**config.mk**
```make
export PLATFORM = sky130hd
export DESIGN_NAME = led_trail_pwm
export DESIGN_NICKNAME = d
export VERILOG_FILES = /design/src/rtl/led_trail_pwm.sv
export SDC_FILE = /design/constraint.sdc
export NUM_CORES = 1
export LEC_CHECK = 0
export BUFFER_PORTS_ARGS = -buffer_cell sky130_fd_sc_hd__clkbuf_2
export CORE_MARGIN = 1
export CORE_UTILIZATION = 25
export DETAILED_ROUTE_END_ITERATION = 7
export PLACE_DENSITY = 0.39
export SETUP_SLACK_MARGIN = 0.1
export SLEW_MARGIN = 25
export SYNTH_ARGS = -nofsm -noshare
export SYNTH_HDL_FRONTEND = slang
export SYNTH_SLANG_ARGS = --single-unit
```
**constraint.sdc**
```tcl
create_clock -name clk -period 1.8 [get_ports clk]
set_clock_uncertainty 0.05 [all_clocks]
set_input_delay 0.09 -clock clk [delete_from_list [all_inputs] [get_ports clk]]
set_output_delay 0.09 -clock clk [all_outputs]
set_load 0.01 [all_outputs]
```
**src/rtl/led_trail_pwm.sv**
```systemverilog
// rtl/led_trail_pwm.sv - per-LED PWM display stage with linear comet-tail fade
// Optional LED_TRAIL_GAMMA_EN squares the level into the duty for a perceptual fade.
module led_trail_pwm #(
    parameter int N         = 8,
    parameter int PWM_BITS  = 4,
    parameter int DECAY_DIV = 16
) (
    input  logic          clk,
    input  logic          rst,
    input  logic          enable,
    input  logic [N-1:0]  leds_in,
    output logic [N-1:0]  pwm_out,
    output logic          busy
);
    localparam int MAX   = (1 << PWM_BITS) - 1;
    localparam int DIV_W = (DECAY_DIV > 1) ? $clog2(DECAY_DIV) : 1;

    localparam logic [PWM_BITS-1:0] MAX_V    = PWM_BITS'(MAX);
    localparam logic [PWM_BITS-1:0] CNT_LAST = PWM_BITS'(MAX - 1);
    localparam logic [DIV_W-1:0]    DIV_LAST = DIV_W'(DECAY_DIV - 1);

    logic [PWM_BITS-1:0]         cnt_q, cnt_d;
    logic [DIV_W-1:0]            div_q, div_d;
    logic [N-1:0][PWM_BITS-1:0]  level_q, level_d;
    logic [N-1:0][PWM_BITS-1:0]  duty;
    logic [N-1:0]                pwm_q, pwm_d;
    logic                        tick;
    logic                        cnt_wrap;

    assign cnt_wrap = (cnt_q == CNT_LAST);
    assign tick     = cnt_wrap && (div_q == DIV_LAST);

    for (genvar i = 0; i < N; i++) begin : g_duty
`ifdef LED_TRAIL_GAMMA_EN
        logic [2*PWM_BITS-1:0] sq;
        assign sq      = level_q[i] * level_q[i];
        assign duty[i] = PWM_BITS'(sq / (2*PWM_BITS)'(MAX));
`else
        assign duty[i] = level_q[i];
`endif
    end

    always_comb begin
        cnt_d   = '0;
        div_d   = '0;
        level_d = '0;
        pwm_d   = '0;
        if (enable) begin
            cnt_d = cnt_wrap ? '0 : cnt_q + 1'b1;
            div_d = div_q;
            if (cnt_wrap) begin
                div_d = (div_q == DIV_LAST) ? '0 : div_q + 1'b1;
            end
            for (int i = 0; i < N; i++) begin
                // Reload has priority over decay, so a lit LED never dims on a tick.
                if (leds_in[i]) begin
                    level_d[i] = MAX_V;
                end else if (tick && (level_q[i] != '0)) begin
                    level_d[i] = level_q[i] - 1'b1;
                end else begin
                    level_d[i] = level_q[i];
                end
                pwm_d[i] = (duty[i] > cnt_q);
            end
        end
    end

    always_ff @(posedge clk or negedge rst) begin
        if (!rst) begin
            cnt_q   <= '0;
            div_q   <= '0;
            level_q <= '0;
            pwm_q   <= '0;
        end else begin
            cnt_q   <= cnt_d;
            div_q   <= div_d;
            level_q <= level_d;
            pwm_q   <= pwm_d;
        end
    end

    assign pwm_out = pwm_q;
    assign busy    = |level_q;

endmodule
```
==> reports/summary.txt, run 1 <==
Synth Register Bits: 48
Crit path largest cell delay: 0.39 ns
Combinational Power Share: 0.276
register area share after synthesis: 0.359
setup TNS: -0.0714 ns
Remaining Overflow, GRT: 0
RSZ-0062 raised after global routing: yes
Worst-Margin Slew: 0.552 ns
# IOs: 20
DRC violations left: 0
async set-reset flop share out of synthesis: 1.00
PortBufs: 19
CTS Root Cell: clkbuf_16
Synth top cells by count: dfrtp_1 (48), ha_1 (43), o31a_1 (41)
1st-pass router iterations: 4
Syn Area/Cell: 9.66 µm²
Slew Limit Fails: 0
drt wl/cell: 18.1 µm
Critical Path Fanout Max: 2
largest net degree at the start of global routing: 27
category of the most critical setup path: reg2out
Simple-Gate Fraction of Synth Area: 0.162
final net count: 488
P_leak: 0.00206 µW
area of the multi-input gates: 2230 µm²
vias in the first global route: 3162
Final Util: 0.377
run status: complete, but fails checks
Arrival @ worst endpoint: 1.73 ns
Worst-Skew Late Latency: 0.30 ns
post-layout min period: 1.87 ns
Worst Path Required: 1.66 ns
final antenna-violating net count: 0
XOR/XNOR Fraction of Synth Area: 0.00524
HP Class: in2reg
Synth Area in Adders: 0.161
Yosys Warn Count: 0
# setup viols final: 1
worst IR drop on VDD: 0.307 mV
failing checks: setup timing
Synth cell types: 35
Die Y: 118 µm
Final Hold Viols: 0
vias: 3146
final setup margin: -0.0714 ns
post-DP HPWL: 6.78 mm
num rows: 41
largest family of logic cells by synthesized area: compound AO/OA/AOI/OAI gates
CTS Buffer Depth: 2
ys flop type: dfrtp_1
die area: 13800 µm²
family with the most delay on the worst path: simple AND/OR/NAND/NOR gates
Clock Power Share: 0.314
Switching Power: 913 µW
Critical Path, Cell by Cell: inv_2, ha_4, nor3b_4, nand4_1, or2_4, buf_6
n_diodes: 0
post-synthesis net count: 400
Power Dens Cells: 619 nW/µm²
area of the mapped netlist: 3340 µm²
CTS tree: done
Gate Count Post-Synth: 346
Initial Util: 0.261
total wire length: 10.9 mm
first-pass GRT wire length: 16.9 mm
Layout area overhead: 44.7%
number of synthesized flops with an enable pin: 0
# clock sinks: 48
Startpoint Class: flip-flop
Vias/cell: 5.20
max-cap violations: 0
endpoint type of the worst setup path: output pin
leading area contributor after synthesis: dfrtp_1
RePlAce Congestion: 0.761
final critical-path share of the clock period: 1.04
layout cells sized above 1: 0.367
slowest CP cell: dfrtp_1
Core ar.: 12800 µm²
global-route usage over all layers: 0.157
max_slew headroom: 0.632
initial drt markers: 192
dpl ws: -0.133 ns
WP buf/inv: 2
CTS Buf Count: 5
post-synthesis compound-gate area fraction: 0.238
antenna violations before repair: 0
Pint: 2080 µW
top-count cell post-synth: dfrtp_1
mux contribution to synthesized area: 0
Synth area leaders: dfrtp_1 (36%), ha_1 (16%), o31a_1 (11%), nor4_1 (5.6%), inv_1 (4.4%)
Worst-path clk slew: 0.07 ns
switch share: 0.305
FF+latch area: 1200 µm²
FMAX: 0.534 GHz
Layout fillers: 1302
Sequential Power Share: 0.410
share of the synthesized area in the top cell type: 0.359
Die X: 118 µm
htree depth: 2
==> cell usage in the layout (no fill, tap or decap), types with 6 or more instances in the layout <==
master and n:
nor4_1 18, a41oi_1 7, ha_1 35, nor3b_4 7, buf_12 10, ha_4 6, or3_1 8, buf_4 64
dfrtp_1 46, a21oi_1 13, clkbuf_2 18, inv_2 10, inv_1 28, nor4_2 7, nand4_1 8, clkbuf_16 8
nand2_1 14, a31oi_1 9, o31a_1 41
==> logic make-up after synthesis <==
family | after synthesis
AND/OR/NAND/NOR | 91
buffers and inverters | 59
adder cells (fa/ha/maj) | 43
flip-flops | 48
XOR/XNOR | 2
AO/OA/AOI/OAI | 103
==> path summary, 6_finish.rpt <==
check                                      from                   end  slack [ns]  cells past startpoint
max                         duty[9]$_DFFE_PN0P_                  busy       -0.07                      6
min                                  leds_in[5]  duty[22]$_DFFE_PN0P_        0.02                      2
max reg2reg                  cnt_q[0]$_DFF_PN0_  duty[25]$_DFFE_PN0P_        0.07                      6
min reg2reg                div_q[1]$_DFFE_PN0P_  div_q[1]$_DFFE_PN0P_        0.56                      2
max in group asynchronous                   rst  duty[23]$_DFFE_PN0P_        0.80                      3
min in group asynchronous                   rst    cnt_q[0]$_DFF_PN0_        0.26                      2
==> power by group through the flow <==
stage / combinational, µW / clock [µW] / sequential (µW)
2_1_floorplan: 375 / 0 / 1250
3_3_place_gp: 688 / 0 / 1230
3_5_place_dp: 698 / 0 / 1230
4_1_cts: 784 / 977 / 1220
5_1_grt: 928 / 1000 / 1240
6_report: 826 / 939 / 1230
==> metal layers <==
metal	track usage	share of wire	wire length, µm	vias to the layer above
met5	0	0	0	-
met4	0.0585	0.016	175	0
met3	0.0242	0.026	280	12
met2	0.260	0.47	5170	38
met1	0.206	0.49	5300	1584
li1	-	-	-	1512
==> timing repair <==
item                                    4_1_cts  5_1_grt
hold buffers                                  1        0
endpoints found under the setup margin       17       22
pin swaps                                     9       25
cloned                                        0        3
buffers inserted                             18        5
endpoints found under the hold margin        15        0
gates resized for setup                      30       45
==> stage by stage <==
stage                     power [µW]  hold slack (ns)  cell area (µm²)  instances
after CTS                       2980           0.0265             4500        599
after global placement          1920           0.0594             4100        574
after detailed placement        1930           0.0589             4100        574
after floorplan                 1630           -0.256             3360        346
final                           2990           0.0177             4840        605
after global routing            3170           0.0431             4840        605
==> worst register-to-register path, stage by stage (launching register included) <==
cell	delay [ns]
dfrtp_2	0.41
inv_2	0.07
ha_4	0.15
nand3_4	0.15
buf_12	0.20
o31a_1	0.29
o31a_1	0.29
==> cell type report <==
type / count / share of cell area
multi-input combinational: 239 / 0.460
sequential: 48 / 0.249
timing repair buffer: 101 / 0.189
tap: 172 / 0.0445
inverter: 39 / 0.0310
clock buffer: 6 / 0.0266
==> registers in the layout, indices dropped and copies added (netlist names) <==
signal and count:
pwm_out 8, duty 32, div_q 4, cnt_q 4
Power figures use the tool's default switching activity.
==> run 2: changes to the inputs <==
Settings changed: CTS_BUF_LIST set to sky130_fd_sc_hd__clkbuf_16.
==> reports/summary.txt, run 2 (same netlist as run 1, synthesis figures left out) <==
switch share: 0.306 (+0.000462)
Power Dens Cells: 616 nW/µm² (-0.37%)
final antenna-violating net count: 0 (unchanged)
grt met2 use: 0.260 (unchanged)
Sequential Power Share: 0.411 (about the same)
final setup margin: -0.0602 ns (+0.0112 ns)
P_leak: 0.00207 µW (+0.47%)
dpl ws: -0.133 ns (unchanged)
Worst-Margin Slew: 0.558 ns (+0.00613 ns)
RSZ-0062 raised after global routing: yes
first-pass GRT wire length: 16.9 mm (unchanged)
Combinational Power Share: 0.277 (about the same)
n_diodes: 0 (unchanged)
# IOs: 20 (unchanged)
Worst R2R Path Depth: 6 (unchanged)
hold path cells: 2 (unchanged)
Remaining Overflow, GRT: 0 (unchanged)
Arrival @ worst endpoint: 1.72 ns (about the same)
Critical Path Fanout Max: 2 (unchanged)
total wire length: 11.0 mm (+0.33%)
CTS Buffer Depth: 2 (unchanged)
Vias/cell: 5.23 (+0.50%)
drt wl/cell: 18.1 µm (+0.16%)
initial drt markers: 182 (-5.2%)
global-route usage over all layers: 0.157 (unchanged)
final net count: 489 (+0.20%)
max-cap violations: 0 (unchanged)
vias in the first global route: 3162 (unchanged)
worst reg-to-reg setup slack: 0.07 ns (about the same)
Clock Power Share: 0.312 (-0.002)
Startpoint Class: flip-flop
Pint: 2070 µW (-0.28%)
FMAX: 0.538 GHz (+0.60%)
Worst-path clk slew: 0.07 ns (about the same)
r2r endpoint: duty[25]$_DFFE_PN0P_
layout cells sized above 1: 0.369 (+0.00146)
DRC violations left: 0 (unchanged)
RePlAce Congestion: 0.761 (unchanged)
htree depth: 2 (unchanged)
failing checks: setup timing
Final Hold Viols: 0 (unchanged)
CTS Buf Count: 5 (unchanged)
Critical Path Start: duty[28]$_DFFE_PN0P_
max reg flops: 32 (unchanged)
Worst Path Required: 1.66 ns (about the same)
PortBufs: 19 (unchanged)
met3 Usage GRT: 0.0242 (unchanged)
Global Route met1 Usage: 0.206 (unchanged)
run status: complete, but fails checks
Die X: 118 µm (unchanged)
commonest non-fill, non-tap cells in the layout: buf_4 (65), dfrtp_1 (46), o31a_1 (41)
HP Class: in2reg
# setup viols final: 1 (unchanged)
Initial Util: 0.261 (unchanged)
num rows: 41 (unchanged)
antenna violations before repair: 0 (unchanged)
final critical-path share of the clock period: 1.03 (-0.00622)
# clock sinks: 48 (unchanged)
post-layout min period: 1.86 ns (-0.0112 ns)
worst reg2reg startpoint: cnt_q[0]$_DFF_PN0_
worst IR drop on VDD: 0.308 mV (+0.45%)
largest net degree at the start of global routing: 27 (unchanged)
1st-pass router iterations: 4 (unchanged)
die area: 13800 µm² (unchanged)
overall power: 2990 µW (-0.21%)
endpoint type of the worst setup path: output pin
Layout area overhead: 44.9%
post-DP HPWL: 6.78 mm (unchanged)
Worst-Skew Late Latency: 0.30 ns (about the same)
CTS tree: done
CTS Root Cell: clkbuf_16
Die Y: 118 µm (unchanged)
category of the most critical setup path: reg2out
commonest non-fill, non-tap cell in the layout: buf_4
Slew Limit Fails: 0 (unchanged)
Core ar.: 12800 µm² (unchanged)
Switching Power: 913 µW (about the same)
max_slew headroom: 0.628 (-0.00409)
post-route insts no fill: 606 (+0.17%)
GR peak layer: met2
vias: 3167 (+0.67%)
placed cell count: 574 (unchanged)
crit path to: busy
run 2: cell count changes in the layout (fill, tap and decap cells not counted), sizes merged:
cell	previous run	this run
clkbuf	27	26
inv	38	39
buf	79	80
run 2: worst min path at each step:
stage	slack [ns]	endpoint	from
final	0.02	duty[22]$_DFFE_PN0P_	leds_in[5]
after global placement	0.06	cnt_q[0]$_DFF_PN0_	rst
after floorplan	-0.26	cnt_q[0]$_DFF_PN0_	rst
after global routing	0.04	duty[18]$_DFFE_PN0P_	leds_in[4]
after detailed placement	0.06	cnt_q[1]$_DFF_PN0_	rst
after CTS	0.03	duty[17]$_DFFE_PN0P_	leds_in[4]
run 2: power groups by stage:
stage	logic, µW	clock network, µW	registers (µW)
final	827	932	1230
after global routing	928	998	1240
after CTS	784	973	1220
after detailed placement	698	0	1230
after global placement	688	0	1230
after floorplan	375	0	1250
run 2: what timing repair did:
item / in CTS / in global routing
hold buffers: 1 / 0
resized for setup: 30 / 45
setup buffers: 18 / 6
endpoints found under the setup margin: 17 / 22
pin swaps: 9 / 25
gates cloned: 0 / 3
endpoints found under the hold margin: 15 / 0
run 2: worst max-delay path: stages, from the launching register on:
cell     delay (ns)
dfrtp_1        0.40
inv_2          0.08
ha_4           0.13
nor3b_4        0.27
nand4_1        0.14
or2_4          0.28
buf_6          0.12
run 2: routing by layer:
metal / vias to the layer above / wire length [µm]
met2: 49 / 5150
met4: 0 / 175
met3: 12 / 310
li1: 1518 / -
met5: - / 0
met1: 1588 / 5330
run 2: cell type report:
| type | count | area [µm²] |
|---|---|---|
| clock buffers | 5 | 125 |
| clock inverters | 1 | 3.75 |
| multi-input cells | 239 | 2230 |
| well taps | 172 | 215 |
| repair buffers | 102 | 920 |
| fillers | 1301 | 7980 |
| inverters | 39 | 150 |
| flip-flops and latches | 48 | 1200 |
run 2: stage by stage:
step | hold WS (ns) | utilization | area [µm²] | setup TNS [ns]
after global placement | 0.0594 | 0.320 | 4100 | -0.407
after CTS | 0.0265 | 0.351 | 4500 | -0.0579
after detailed placement | 0.0589 | 0.320 | 4100 | -0.296
after floorplan | -0.256 | - | 3360 | 0
final | 0.0190 | 0.378 | 4840 | -0.0602
after global routing | 0.0431 | 0.378 | 4840 | -0.120
